===== src/rtl/data_c_width_combin_if.sv =====
// rtl/data_c_width_combin_if.sv - stream and flush signals for the width combiner
//
// Bundles the narrow input beat stream, the flush request and the wide output
// word stream of data_c_width_combin.
//   in_valid / in_data / in_ready       narrow beat handshake (ISIZE bits)
//   flush                               level request to emit a partial word
//   out_valid / out_data / out_cnt      packed word (ISIZE*NUM bits) and beat count
//   out_ready                           downstream accept
// Modports:
//   master - the upstream producer / downstream consumer side (drives beats, out_ready)
//   slave  - the combiner itself
interface data_c_width_combin_if #(
    parameter int ISIZE = 8,
    parameter int NUM   = 4
);
    localparam int OSIZE = ISIZE * NUM;
    localparam int CW    = $clog2(NUM + 1);

    logic             in_valid;
    logic [ISIZE-1:0] in_data;
    logic             in_ready;
    logic             flush;
    logic             out_valid;
    logic [OSIZE-1:0] out_data;
    logic [CW-1:0]    out_cnt;
    logic             out_ready;

    modport master (
        output in_valid,
        output in_data,
        input  in_ready,
        output flush,
        input  out_valid,
        input  out_data,
        input  out_cnt,
        output out_ready
    );

    modport slave (
        input  in_valid,
        input  in_data,
        output in_ready,
        input  flush,
        output out_valid,
        output out_data,
        output out_cnt,
        input  out_ready
    );
endinterface


===== src/rtl/data_c_width_combin.sv =====
// rtl/data_c_width_combin.sv - packs NUM narrow stream beats into one wide word
//
// Accumulates NUM consecutive ISIZE-bit beats, first beat in the MSB lane, and
// presents the (ISIZE*NUM)-bit word on a registered output stage. A flush
// request emits whatever has been gathered so far with the unused lanes zeroed.
// One beat per cycle is accepted whenever the output stage is empty or draining.
// Ports:
//   clock  - rising-edge clock
//   rst_n  - asynchronous active-low reset
//   bus    - slave side of data_c_width_combin_if (beats in, words out, flush)
module data_c_width_combin #(
    parameter int ISIZE = 8,
    parameter int NUM   = 4
) (
    input  logic                   clock,
    input  logic                   rst_n,
    data_c_width_combin_if.slave   bus
);
    localparam int OSIZE = ISIZE * NUM;
    localparam int CW    = $clog2(NUM + 1);

    logic [OSIZE-1:0] acc;
    logic [CW-1:0]    cnt;
    logic             out_valid_q;
    logic [OSIZE-1:0] out_data_q;
    logic [CW-1:0]    out_cnt_q;

    logic             in_ready;
    logic             acc_en;
    logic             flush_en;
    logic [CW-1:0]    n_eff;
    logic             complete;
    logic             emit;
    logic [OSIZE-1:0] acc_ins;

    // The output register may take a new word only if it is empty or being
    // drained this very cycle; this is the only comb path (out_ready -> in_ready).
    assign in_ready = !out_valid_q || bus.out_ready;
    assign acc_en   = bus.in_valid && in_ready;
    assign flush_en = bus.flush && in_ready;

    // Beats held plus the one arriving now; cnt never exceeds NUM-1, so this
    // fits in CW bits.
    assign n_eff    = cnt + CW'(acc_en);
    assign complete = acc_en && (cnt == CW'(NUM - 1));
    assign emit     = complete || (flush_en && (n_eff != '0));

    // Accumulator with the current beat dropped into lane cnt (lane 0 = MSBs).
    // Lanes past cnt are always zero because acc is cleared on every emit, which
    // gives the zero padding of a flushed partial word for free.
    always_comb begin
        acc_ins = acc;
        for (int i = 0; i < NUM; i++) begin
            if (acc_en && (cnt == CW'(i))) begin
                acc_ins[(NUM-1-i)*ISIZE +: ISIZE] = bus.in_data;
            end
        end
    end

    always_ff @(posedge clock or negedge rst_n) begin
        if (!rst_n) begin
            acc         <= '0;
            cnt         <= '0;
            out_valid_q <= 1'b0;
            out_data_q  <= '0;
            out_cnt_q   <= '0;
        end else begin
            if (emit) begin
                // Replaces any word draining this cycle: back-to-back, no bubble.
                out_valid_q <= 1'b1;
                out_data_q  <= acc_ins;
                out_cnt_q   <= n_eff;
                acc         <= '0;
                cnt         <= '0;
            end else begin
                if (acc_en) begin
                    acc <= acc_ins;
                    cnt <= cnt + CW'(1);
                end
                if (out_valid_q && bus.out_ready) begin
                    out_valid_q <= 1'b0;
                    out_data_q  <= '0;
                    out_cnt_q   <= '0;
                end
            end
        end
    end

    assign bus.in_ready  = in_ready;
    assign bus.out_valid = out_valid_q;
    assign bus.out_data  = out_data_q;
    assign bus.out_cnt   = out_cnt_q;

`ifndef SYNTHESIS
    // Stall must freeze the output word.
    property p_stall_hold;
        @(posedge clock) disable iff (!rst_n)
            (out_valid_q && !bus.out_ready) |=> (out_valid_q && $stable(out_data_q) && $stable(out_cnt_q));
    endproperty
    a_stall_hold: assert property (p_stall_hold);

    // Beat counter stays below NUM.
    property p_cnt_range;
        @(posedge clock) disable iff (!rst_n) cnt < CW'(NUM);
    endproperty
    a_cnt_range: assert property (p_cnt_range);
`endif
endmodule


===== src/flat_wrapper.sv =====
// flat-port wrapper written by rule: the top's interface ports become plain ports
module data_c_width_combin_flat 
#(
    parameter int ISIZE = 8,
    parameter int NUM   = 4
)
  (clock, rst_n, bus_in_valid, bus_in_data, bus_in_ready, bus_flush, bus_out_valid, bus_out_data, bus_out_cnt, bus_out_ready);
  data_c_width_combin_if #(.ISIZE(ISIZE), .NUM(NUM)) bus_i ();
  input  logic clock;
  input  logic rst_n;
  input wire logic [$bits(bus_i.in_valid)-1:0] bus_in_valid;
  input wire logic [$bits(bus_i.in_data)-1:0] bus_in_data;
  output wire logic [$bits(bus_i.in_ready)-1:0] bus_in_ready;
  input wire logic [$bits(bus_i.flush)-1:0] bus_flush;
  output wire logic [$bits(bus_i.out_valid)-1:0] bus_out_valid;
  output wire logic [$bits(bus_i.out_data)-1:0] bus_out_data;
  output wire logic [$bits(bus_i.out_cnt)-1:0] bus_out_cnt;
  input wire logic [$bits(bus_i.out_ready)-1:0] bus_out_ready;
  assign bus_i.in_valid = bus_in_valid;
  assign bus_i.in_data = bus_in_data;
  assign bus_in_ready = bus_i.in_ready;
  assign bus_i.flush = bus_flush;
  assign bus_out_valid = bus_i.out_valid;
  assign bus_out_data = bus_i.out_data;
  assign bus_out_cnt = bus_i.out_cnt;
  assign bus_i.out_ready = bus_out_ready;
  data_c_width_combin #(.ISIZE(ISIZE), .NUM(NUM)) u_core (.clock(clock), .rst_n(rst_n), .bus(bus_i));
endmodule

===== config.mk =====
export PLATFORM = sky130hd
export DESIGN_NAME = data_c_width_combin_flat
export DESIGN_NICKNAME = d
export VERILOG_FILES = /design/src/rtl/data_c_width_combin_if.sv /design/src/rtl/data_c_width_combin.sv /design/src/flat_wrapper.sv
export SDC_FILE = /design/constraint.sdc
export NUM_CORES = 1
export LEC_CHECK = 0
export ABC_AREA = 0
export CORE_MARGIN = 4
export CORE_UTILIZATION = 45
export DETAILED_ROUTE_END_ITERATION = 8
export HOLD_SLACK_MARGIN = 0.03
export PLACE_DENSITY = 0.7
export SYNTH_ARGS = -nofsm -noshare
export SYNTH_HDL_FRONTEND = slang
export SYNTH_SLANG_ARGS = --single-unit

===== constraint.sdc =====
create_clock -name clock -period 3.1 [get_ports clock]
set_clock_uncertainty 0.1 [all_clocks]
set_input_delay 0.62 -clock clock [delete_from_list [all_inputs] [get_ports clock]]
set_output_delay 0.62 -clock clock [all_outputs]
set_load 0.01 [all_outputs]

==> results.cfg <==
[power_and_ir_drop]
p_sw_mw = 1.306
swShare_pct = 34.58
p_per_area_nw_per_um2 = 947.2
pwr-share-comb_pct = 41.0
leakage_nw = 1.955
clkPwrFrac_pct = 21.8
ir_worst_vdd_mv = 0.3843
internal_power_mw = 2.470
pwr-share-seq_pct = 37.1

[setup_path]
crit_family = buffers and inverters
rrSetupSlack_ns = 0.75
crit_path_start_kind = primary input
end_kind = flip-flop
crit_path_end = u_core.acc[23]$_DFFE_PN0P_
worstPathMaxFanout = 8
crit_chain = clkdlybuf4s50_1 -> nand2b_1 -> nand2_1 -> inv_1 -> ha_1 -> ha_1 -> xor2_1 -> o31a_1 -> buf_4 -> o21ai_1 -> buf_4 -> a22o_1
critPathSlowestCell = clkdlybuf4s50_1
crit_buf_inv = 4
cpPeakStageDelay_ns = 0.39
r2r_end = u_core.acc[23]$_DFFE_PN0P_
crit_type = primary input to flip-flop
critPathArrivalTime_ns = 2.84
crit_path_start = bus_out_ready
crit_cells = 12
ff2ff_path_depth = 11
timing.rr.start = u_core.bus.out_valid$_DFFE_PN0P_
required_ns = 3.24

[finish]
ff_latch_area_sq_um = 1777
drive_gt1_share_pct = 12.42
area_growth_syn_to_layout_pct = 28.42
layoutNonFillerInstCount = 378
fin_nets = 313
multi_input_area_sq_um = 1239
postLayoutCellArea_sq_um = 3986
n_antenna_cell = 0
fillers = 554
final_util_pct = 59.00

[global_route]
track_usage_pct = 18.97
busiest_layer = met2
grt_pass1_wl_um = 12310
grtUsageMet1_pct = 26.58
gr-total-overflow = 0
met3_usage_pct = 4.225
grt_max_degree = 72
grt_pass1_vias = 2341
grt.met2_usage_pct = 28.45
antenna_found_initial = 0

[job]
max-cap-violations = 0

[yosys]
synthTopCellsByArea = dfrtp_1, mux2i_1, a22o_1
synth_top_cell_by_area = dfrtp_1
async_flop_share_pct = 100.0
seq_area_frac_synth_pct = 57.23
synth_flop_cell = dfrtp_1
synth_nets = 248
postSynthCellCount = 228
synth.top_cells.by_count = dfrtp_1, a22o_1, mux2i_1, o2bb2ai_1, and3_1
synth_seq_cells = 71
synth_top_area_share_pct = 57.23
ys_warn_count = 0
synthDistinctLibCells = 31
yosysMostFrequentCell = dfrtp_1
synth_enable_flop_cells = 0
netlist_area_sq_um = 3104
syn_avg_cell_area_sq_um = 13.62

[timing]
setup_violations = 0
slew_headroom_pct = 40.77
tightest_slew_ns = 0.8885
max_freq_mhz = 370.5
hold_viol = 0
slew_viol_final = 0
setup_tns_ns = 0
min_period_ns = 2.699
rsz0062_at_grt = no
whs_ns = 0.3712
period_share_pct = 87.06

[routing]
totalWireLength_um = 7378
drt-wirelength-per-cell_um = 19.52
num_vias = 2217
ant_nets = 0
drc = 0
drt-initial-drc-count = 87
first_pass_iters = 4
viasPerCell = 5.865

[die]
die_y_um = 91.06
die_w_um = 91.06
core_sq_um = 6756
die_area_sq_um = 8291
rows = 30
io_pins = 50
start_util_pct = 45.94

[place]
dp.cells = 362
place_hpwl_um = 4742
portBuffers = 49
gp_congestion = 0.8024
place_area_sq_um = 3765

[cts]
clock_latency_ns = 0.35
cts_root_buf = clkbuf_8
numCtsBuffers = 9
hold_buffers = 0
htree_levels = 3
numClockSinks = 71
ctsResizeCount = 0
post-cts-setup-buffers = 0
clk_pin_slew_ns = 0.08
cts_tree = built
clock_path_buffers = 2

[status]
status = completed

[min_path]
hold_class = primary input to asynchronous set/reset pin
## power groups by stage
stage	sequential [mW]	combinational (mW)	clock, mW
finish	1.40	1.55	0.825
floorplan	1.45	0.819	0
detailed placement	1.41	1.56	0
global placement	1.41	1.53	0
global route	1.45	1.68	0.873
CTS	1.40	1.57	0.834
## sequential cells by signal (all words and copies together) (netlist names)
signal	count
u_core.bus.out_data	32
u_core.acc	32
u_core.cnt	3
u_core.bus.out_cnt	3
u_core.bus.out_valid	1
## layer usage
| metal | up-vias | routed length, um |
|---|---|---|
| li1 | 1014 | - |
| met1 | 1123 | 3448 |
| met5 | - | 0 |
| met2 | 67 | 3360 |
| met4 | 0 | 130 |
| met3 | 13 | 439 |
## cell families after synthesis
logic type                 count (synthesis)  synth area share [%]
xor gates and xnor gates                   1                0.2822
DFF                                       71                 57.23
AOI/OAI and AO/OA                         73                 20.60
adders and majority gates                  7                 2.821
buffers and inverters                     16                 2.942
and+or+nand+nor                           36                 8.384
muxes                                     24                 7.739
## through the flow
stage               power (mW)  setup WS (ns)
global route             3.998         0.3345
finish                   3.776         0.4011
floorplan                2.270         0.3288
CTS                      3.803         0.4183
detailed placement       2.975        0.05864
global placement         2.945        0.08222
## how the worst min path moves through the flow
stage | startpoint | endpoint | cells after the start
4_1_cts | u_core.acc[7]$_DFFE_PN0P_ | u_core.acc[7]$_DFFE_PN0P_ | 1
3_3_place_gp | u_core.acc[2]$_DFFE_PN0P_ | u_core.acc[2]$_DFFE_PN0P_ | 1
5_1_grt | u_core.acc[2]$_DFFE_PN0P_ | u_core.acc[2]$_DFFE_PN0P_ | 1
2_1_floorplan | rst_n | u_core.acc[0]$_DFFE_PN0P_ | 0
6_report | rst_n | u_core.bus.out_data[26]$_DFFE_PN0P_ | 2
3_5_place_dp | u_core.acc[2]$_DFFE_PN0P_ | u_core.acc[2]$_DFFE_PN0P_ | 1
## cell type report
| cell class | count | share of cell area [%] |
|---|---|---|
| repair buffers | 65 | 15.82 |
| clock inverters | 6 | 2.354 |
| clock buffers | 10 | 3.201 |
| well taps | 80 | 2.511 |
| inverters | 5 | 0.4708 |
| multi-input cells | 141 | 31.07 |
| flip-flops and latches | 71 | 44.57 |
## cell usage in the layout (no fill, tap or decap), drive strengths merged
master / count
a21o: 1
a221o: 8
a22o: 27
and2: 8
and2b: 2
and3: 9
buf: 17
bufinv: 2
clkbuf: 10
clkdlybuf4s50: 48
clkinv: 2
clkinvlp: 1
dfrtp: 71
ha: 7
inv: 6
mux2i: 24
nand2: 5
nand2b: 2
nand3: 4
nor2: 1
nor2b: 1
nor4b: 3
o21a: 3
o21ai: 4
o221ai: 1
o2bb2ai: 24
o311a: 1
o31a: 1
o31ai: 2
o41ai: 1
or3: 1
xor2: 1
## worst reg2reg max path, cell delays in order, from the launching register on
cell,delay (ns)
dfrtp_1,0.38
nand2b_1,0.08
nand2_1,0.08
inv_1,0.04
ha_1,0.17
ha_1,0.18
xor2_1,0.25
o31a_1,0.24
buf_4,0.22
o21ai_1,0.09
buf_4,0.17
a22o_1,0.24
Note: power is estimated with default switching activity, not from simulation.
